`config.mk`:
```
export PLATFORM = sky130hd
export DESIGN_NAME = restore_state
export DESIGN_NICKNAME = d
export VERILOG_FILES = /design/src/rtl/restore_state.sv
export SDC_FILE = /design/constraint.sdc
export NUM_CORES = 1
export LEC_CHECK = 0
export BUFFER_PORTS_ARGS = -buffer_cell sky130_fd_sc_hd__buf_2
export CORE_UTILIZATION = 35
export DETAILED_ROUTE_END_ITERATION = 7
export PLACE_DENSITY = 0.68
export SYNTH_ARGS = -nofsm -noshare
export SYNTH_HDL_FRONTEND = slang
export SYNTH_SLANG_ARGS = --single-unit
```
`constraint.sdc`:
```
create_clock -name clk -period 2.05 [get_ports clk]
set_clock_uncertainty 0.2 [all_clocks]
set_input_delay 0.5125 -clock clk [delete_from_list [all_inputs] [get_ports clk]]
set_output_delay 0.5125 -clock clk [all_outputs]
set_load 0.005 [all_outputs]
```
`src/rtl/restore_state.sv`:
```
// restore_state: reloads a suspended process's context from RAM after reset
// is released. It walks six states, each two cycles long (address phase, then
// data phase), and raises finished once SP/CSP/PC/flags and the three
// top-of-stack words are loaded.
// Optional build macro RESTORE_CHECK_EN adds a sticky corrupt flag that
// reports non-zero reserved PC bits or a saved SP whose stack window would wrap.

`ifndef ADDRESS_BITS
`define ADDRESS_BITS 8
`endif
`ifndef DATA_BITS
`define DATA_BITS 16
`endif
`ifndef RAM_READ
`define RAM_READ 1'b0
`endif

module restore_state #(
    parameter int addrBits = `ADDRESS_BITS,
    parameter int dataBits = `DATA_BITS
) (
    input  logic                clk,
    input  logic                reset,
    output logic [addrBits-1:0] address,
    output logic                rwMode,
    input  logic [dataBits-1:0] dataOut,
    output logic                finished,
    output logic [addrBits-1:0] stackPointer,
    output logic [addrBits-1:0] callStackPointer,
    output logic [8:0]          programCounter,
    output logic [3:0]          aluFlags,
    output logic [dataBits-1:0] topOfStack1,
    output logic [dataBits-1:0] topOfStack2,
    output logic [dataBits-1:0] topOfStack3,
    output logic                corrupt
);

    typedef enum logic [2:0] {
        LOAD_POINTERS = 3'd0,
        LOAD_PC_ALU   = 3'd1,
        LOAD_STACK_1  = 3'd2,
        LOAD_STACK_2  = 3'd3,
        LOAD_STACK_3  = 3'd4,
        DONE          = 3'd5
    } state_t;

    state_t r_state;
    state_t w_next;
    logic   rCycle;

    // State register and data-phase toggle; both restart whenever reset is low
    always_ff @(posedge clk) begin
        if (!reset) begin
            r_state <= LOAD_POINTERS;
            rCycle  <= 1'b0;
        end else begin
            r_state <= w_next;
            rCycle  <= ~rCycle;
        end
    end

    // Next state advances at the end of the data phase; address follows state
    always_comb begin
        w_next  = r_state;
        address = '0;
        case (r_state)
            LOAD_POINTERS: begin
                address = '0;
                if (rCycle) w_next = LOAD_PC_ALU;
            end
            LOAD_PC_ALU: begin
                address = addrBits'(1);
                if (rCycle) w_next = LOAD_STACK_1;
            end
            LOAD_STACK_1: begin
                address = stackPointer;
                if (rCycle) w_next = LOAD_STACK_2;
            end
            LOAD_STACK_2: begin
                address = stackPointer + addrBits'(1);
                if (rCycle) w_next = LOAD_STACK_3;
            end
            LOAD_STACK_3: begin
                address = stackPointer + addrBits'(2);
                if (rCycle) w_next = DONE;
            end
            default: begin
                address = '0;
                w_next  = DONE;
            end
        endcase
    end

    assign finished = (r_state == DONE);
    assign rwMode   = `RAM_READ;

    // Capture RAM data into the register targeted by the current state
    always_ff @(posedge clk) begin
        if (!reset) begin
            stackPointer     <= '0;
            callStackPointer <= '0;
            programCounter   <= '0;
            aluFlags         <= '0;
            topOfStack1      <= '0;
            topOfStack2      <= '0;
            topOfStack3      <= '0;
        end else if (rCycle) begin
            case (r_state)
                LOAD_POINTERS: begin
                    stackPointer     <= dataOut[dataBits-1:addrBits];
                    // saved CSP is stored two below the live value
                    callStackPointer <= dataOut[addrBits-1:0] + addrBits'(2);
                end
                LOAD_PC_ALU: begin
                    aluFlags       <= dataOut[dataBits-1 -: 4];
                    programCounter <= dataOut[8:0];
                end
                LOAD_STACK_1: topOfStack1 <= dataOut;
                LOAD_STACK_2: topOfStack2 <= dataOut;
                LOAD_STACK_3: topOfStack3 <= dataOut;
                default: ;
            endcase
        end
    end

`ifdef RESTORE_CHECK_EN
    localparam logic [addrBits-1:0] SP_MAX = {addrBits{1'b1}} - addrBits'(2);
    logic r_corrupt;

    // Sticky integrity flag; the restore itself is never aborted
    always_ff @(posedge clk) begin
        if (!reset) begin
            r_corrupt <= 1'b0;
        end else if (rCycle) begin
            if (r_state == LOAD_POINTERS && dataOut[dataBits-1:addrBits] > SP_MAX)
                r_corrupt <= 1'b1;
            if (r_state == LOAD_PC_ALU && dataOut[11:9] != 3'b000)
                r_corrupt <= 1'b1;
        end
    end

    assign corrupt = r_corrupt;
`else
    // reserved PC word bits are only inspected by the check logic
    logic w_unused_bits;
    assign w_unused_bits = ^dataOut[11:9];
    assign corrupt       = 1'b0;
`endif

endmodule

```
Yosys cells after proc, flatten, opt, wreduce, memory -nomap -nowiden
Index checks and enable logic that the tools add are counted.
{ "totals": {"memories": 0, "mem_bits_ro": 0, "register_bits": 81, "latchBits": 0, "input_bits": 18, "ramBits": 0, "output_inout_bits": 88} }
{ "op_classes": {"div": 0, "eq_ne": 10, "mul": 0, "muxes": 7, "n_addsub": 3, "magnitude_cmp": 0, "reduce_logical": 7, "n_shift": 0, "bitwise": 1} }
{ "ops": {"columns": ["operator", "n"], "rows": [
  ["8-bit case mux with 4 select lines", 1],
  ["8-bit by 2-bit adder with 8-bit output (second input constant)", 2],
  ["3-bit 2-to-1 mux", 5],
  ["3-bit case mux with 5 select lines", 1],
  ["2-bit != test (second input constant)", 5],
  ["2-bit AND reduction", 5],
  ["8-bit by 1-bit adder with 8-bit output (second input constant)", 1],
  ["3-bit by 2-bit == test with 1-bit output (second input constant)", 2],
  ["3-bit == test (second input constant)", 2],
  ["5-bit AND reduction", 1],
  ["3-bit by 1-bit == test with 1-bit output (second input constant)", 1],
  ["3-bit logical NOT", 1],
  ["1-bit NOT", 1]
]} }

Depth between registers and ports, before layout
{ "logic_depth": {"word_depth": 3, "depth_mapped": 6, "ltp_nobuf": 5} }

Least setup slack after synthesis
Ideal clock, no wire load.
{ "synth_timing": {"path_type": "reg-to-output", "start": "register stackPointer[1]", "end": "output port address[7]", "slack_ns": 0.042, "arrival_ns": 1.296, "stages_incl_launch_ff": 6, "path_buffers": 0, "required_time_ns": 1.337, "path_cell_list": "dfxtp_1 -> ha_1 -> and3_1 -> nand3_1 -> nor2_1 -> a2bb2oi_1"} }
{ "synth_via": {"elab_chain_cells": 2, "word_cells_on_any_way": 3, "classes_between": "add/sub (2); mux (1)"} }
{ "synth_lines": {"columns": ["item", "line", "rtl"], "rows": [
  ["start: declaration", "28", "output logic [addrBits-1:0] stackPointer,"],
  ["start signal: assignment", "110", "stackPointer <= dataOut[dataBits-1:addrBits];"],
  ["8-bit by 2-bit adder with 8-bit output / 8-bit by 1-bit adder with 8-bit output (equally long branches)", "84, 80", null],
  ["8-bit case mux with 4 select lines *", "66", "case (r_state)"],
  ["end: declaration", "24", "output logic [addrBits-1:0] address,"]
]} }
Mark *: on every way between the ends. The rest lies on a longest branch, timed or not.

Worst setup path in the final report
{ "layout_timing": {"start": "register stackPointer[2]", "end": "output port address[5]"} }
The elaborated chain is that of the path after synthesis.

==> results.py <==
metrics = {
    "outcome": {
        "outcome": "finished with violations",
        "violations": "setup timing",
    },
    "die": {
        "die_h_um": 98.8,
        "fp-row-count": 34,
        "coreArea_um2": 8890,
        "die_w_um": 98.8,
        "io_pins": 106,
        "start_util_pct": 36.9,
        "die_area_um2": 9760,
    },
    "finish": {
        "drive_gt1_share_pct": 33.5,
        "post-route-cell-area_um2": 4470,
        "n_antenna_cell": 0,
        "final_nets": 569,
        "area_delta_synth_final_pct": 36.2,
    },
    "timing": {
        "fin_ws_ps": -280,
        "max_freq_mhz": 429,
        "timing.hold.ws_ps": 224,
        "fin_crit_sh_pct": 114,
        "tightest_slew_ps": 606,
        "hold_viol": 0,
        "slew_viol_final": 0,
        "rsz0062_at_grt": "yes",
        "finalCriticalPeriod_ps": 2330,
        "setup_tns_ps": -1320,
        "report.final.setup_viol": 9,
        "relSlewSlack_pct": 59.5,
    },
    "power_and_ir_drop": {
        "p_per_area_nw_per_um2": 722,
        "p_leak_nw": 1.89,
        "ir_worst_vdd_mv": 0.345,
    },
    "synth": {
        "yosysSeqAreaShare_pct": 49.4,
        "ys_seq_elements": 81,
        "yosys.area.top_type_share_pct": 49.4,
        "synthDistinctLibCells": 39,
        "synthArstFlopShare_pct": 0,
        "syn_area_um2": 3280,
        "synthTopCellsByArea": "dfxtp_1 49%, nand2_1 18%, a21oi_1 12%",
        "ys_dominant_reg_cell": "dfxtp_1",
        "synth_edf_count": 0,
        "postSynthCellCount": 429,
        "yosys-top-cells-count": "153 x nand2_1, 81 x dfxtp_1, 77 x a21oi_1, 15 x nor2_1, 14 x clkbuf_1",
        "yosys_warnings": 0,
        "syn_area_per_cell_um2": 7.64,
        "synth_top_area_cell": "dfxtp_1",
        "yosysMostFrequentCell": "nand2_1",
    },
    "routing": {
        "wl_per_cell_um": 15.4,
        "drc": 0,
        "routed_wl_um": 10200,
        "antenna_left": 0,
        "vias": 3400,
        "drt_iter0_markers": 175,
        "top_layer_used": "met4",
        "dr_wl_met3_um": 703,
        "wl_met2_um": 4780,
        "wl_met1_um": 4530,
        "vias_per_cell": 5.14,
        "drt_first_pass_iters": 4,
    },
    "setup_path": {
        "reg2reg_to": "callStackPointer[1]$_SDFFE_PN0P_",
        "crit_type": "reg2out",
        "end_kind": "output port",
        "rrSetupSlack_ps": 180,
        "worstRegToRegCells": 4,
        "cp-start-kind": "register",
        "worstPathArrival_ps": 1620,
        "required_ps": 1340,
        "cp_max_fo": 4,
        "reg2reg_from": "r_state[2]$_SDFFE_PN0P_",
    },
    "clock_tree": {
        "clkLatencyLatePin_ps": 350,
        "ctsHoldBuffers": 0,
        "clock_sinks": 81,
        "cts_max_level": 3,
        "cts_tree": "yes",
        "cts_root_buffer": "clkbuf_8",
        "cts_buffers": 9,
        "clockBufferDepth": 2,
        "clk_pin_slew_ps": 80,
    },
    "min_path": {
        "hold_start": "reset",
        "hold_depth": 3,
        "holdPathEnd": "callStackPointer[6]$_SDFFE_PN0P_",
        "hp-class": "in2reg",
    },
    "placement": {
        "postPlaceCellArea_um2": 4050,
        "io_buffers": 103,
        "place_hpwl_um": 7110,
        "finalWeightedCongestion": 0.842,
    },
    "grt": {
        "grt_pass1_wl_um": 16100,
        "grt_start_max_net_pins": 37,
        "track_usage_pct": 21.0,
        "gr-total-overflow": 0,
        "grt_antenna_before_repair": 0,
        "grt_pass1_vias": 3209,
    },
    "job": {
        "drv_cap": 0,
    },
}
[stage by stage]
stage	setup slack, ps	utilization [%]	power [W]	std cells
after floorplan	41.8	-	0.00180	430
final	-280	50.3	0.00323	661
after CTS	-217	49.5	0.00324	658
after global routing	-324	50.3	0.00334	661
after global placement	82.4	45.5	0.00193	640
after detailed placement	35.5	45.5	0.00193	640
[power by group]
group | internal (W) | switching [W]
clock network | 0.000723 | 0.000586
registers | 0.00160 | 0.0000296
logic | 0.000114 | 0.000171
total | 0.00244 | 0.000787
[layout make-up]
type | count | area (µm²)
flip-flops and latches | 81 | 1640
well taps | 108 | 135
inverters | 2 | 7.51
clock buffers | 10 | 138
clock inverters | 6 | 90.1
fillers | 864 | 4420
repair buffers | 137 | 826
multi-input cells | 317 | 1640
[timing repair]
item / CTS / global route
resized for setup: 33 / 14
cloned: 0 / 0
endpoints found under the setup margin: 9 / 9
setup buffers: 3 / 4
pin swaps: 11 / 6
[worst max-delay path, stage by stage, from the launching register on]
cell and delay, ps:
dfxtp_4 360, ha_4 160, and3_4 190, xor2_1 150, a22oi_1 180, o22ai_1 100, buf_2 130
[layer usage]
metal  global-route usage, %  vias up
met5                       0        -
met4                    8.38        0
met3                    4.04       17
met2                    34.5      117
met1                    27.3     1614
li1                        -     1652
[logic make-up (layout without fill, tap and decap cells)]
group / Yosys count / after routing / share of synthesized area (%)
simple gates: 198 / 198 / 24.9
compound gates: 104 / 104 / 17.3
flops: 81 / 81 / 49.4
buf+inv: 32 / 155 / 4.39
xor+xnor: 9 / 9 / 2.40
fa+ha+maj: 3 / 3 / 1.14
other cells: 1 / 2 / 0.114
mux: 1 / 1 / 0.305
[flip-flops by register name, summed over array words and instances (netlist names)]
register / flops
aluFlags: 4
callStackPointer: 8
programCounter: 9
rCycle: 1
r_state: 3
stackPointer: 8
topOfStack1: 16
topOfStack2: 16
topOfStack3: 16
[worst max path at each step]
stage          depth (start not counted)  slack, ps                         start          to
4_1_cts                                5       -220       r_state[2]$_SDFFE_PN0P_  address[6]
3_3_place_gp                           6         80       r_state[2]$_SDFFE_PN0P_  address[6]
6_report                               6       -280  stackPointer[2]$_SDFFE_PN0P_  address[5]
2_1_floorplan                          5         40  stackPointer[1]$_SDFFE_PN0P_  address[7]
5_1_grt                                6       -320  stackPointer[2]$_SDFFE_PN0P_  address[6]
3_5_place_dp                           6         40  stackPointer[1]$_SDFFE_PN0P_  address[7]
[cell usage in the layout, fill, tap and decap left out, drive strengths merged, types with 4 or more instances in the layout]
cell type  instances
dfxtp             81
a21oi             77
buf              137
nand2            153
nand3              5
nor3               7
a211oi             4
xor2               7
clkbuf            10
nor2              18
o21ai              7
Power figures use the tool's default switching activity.
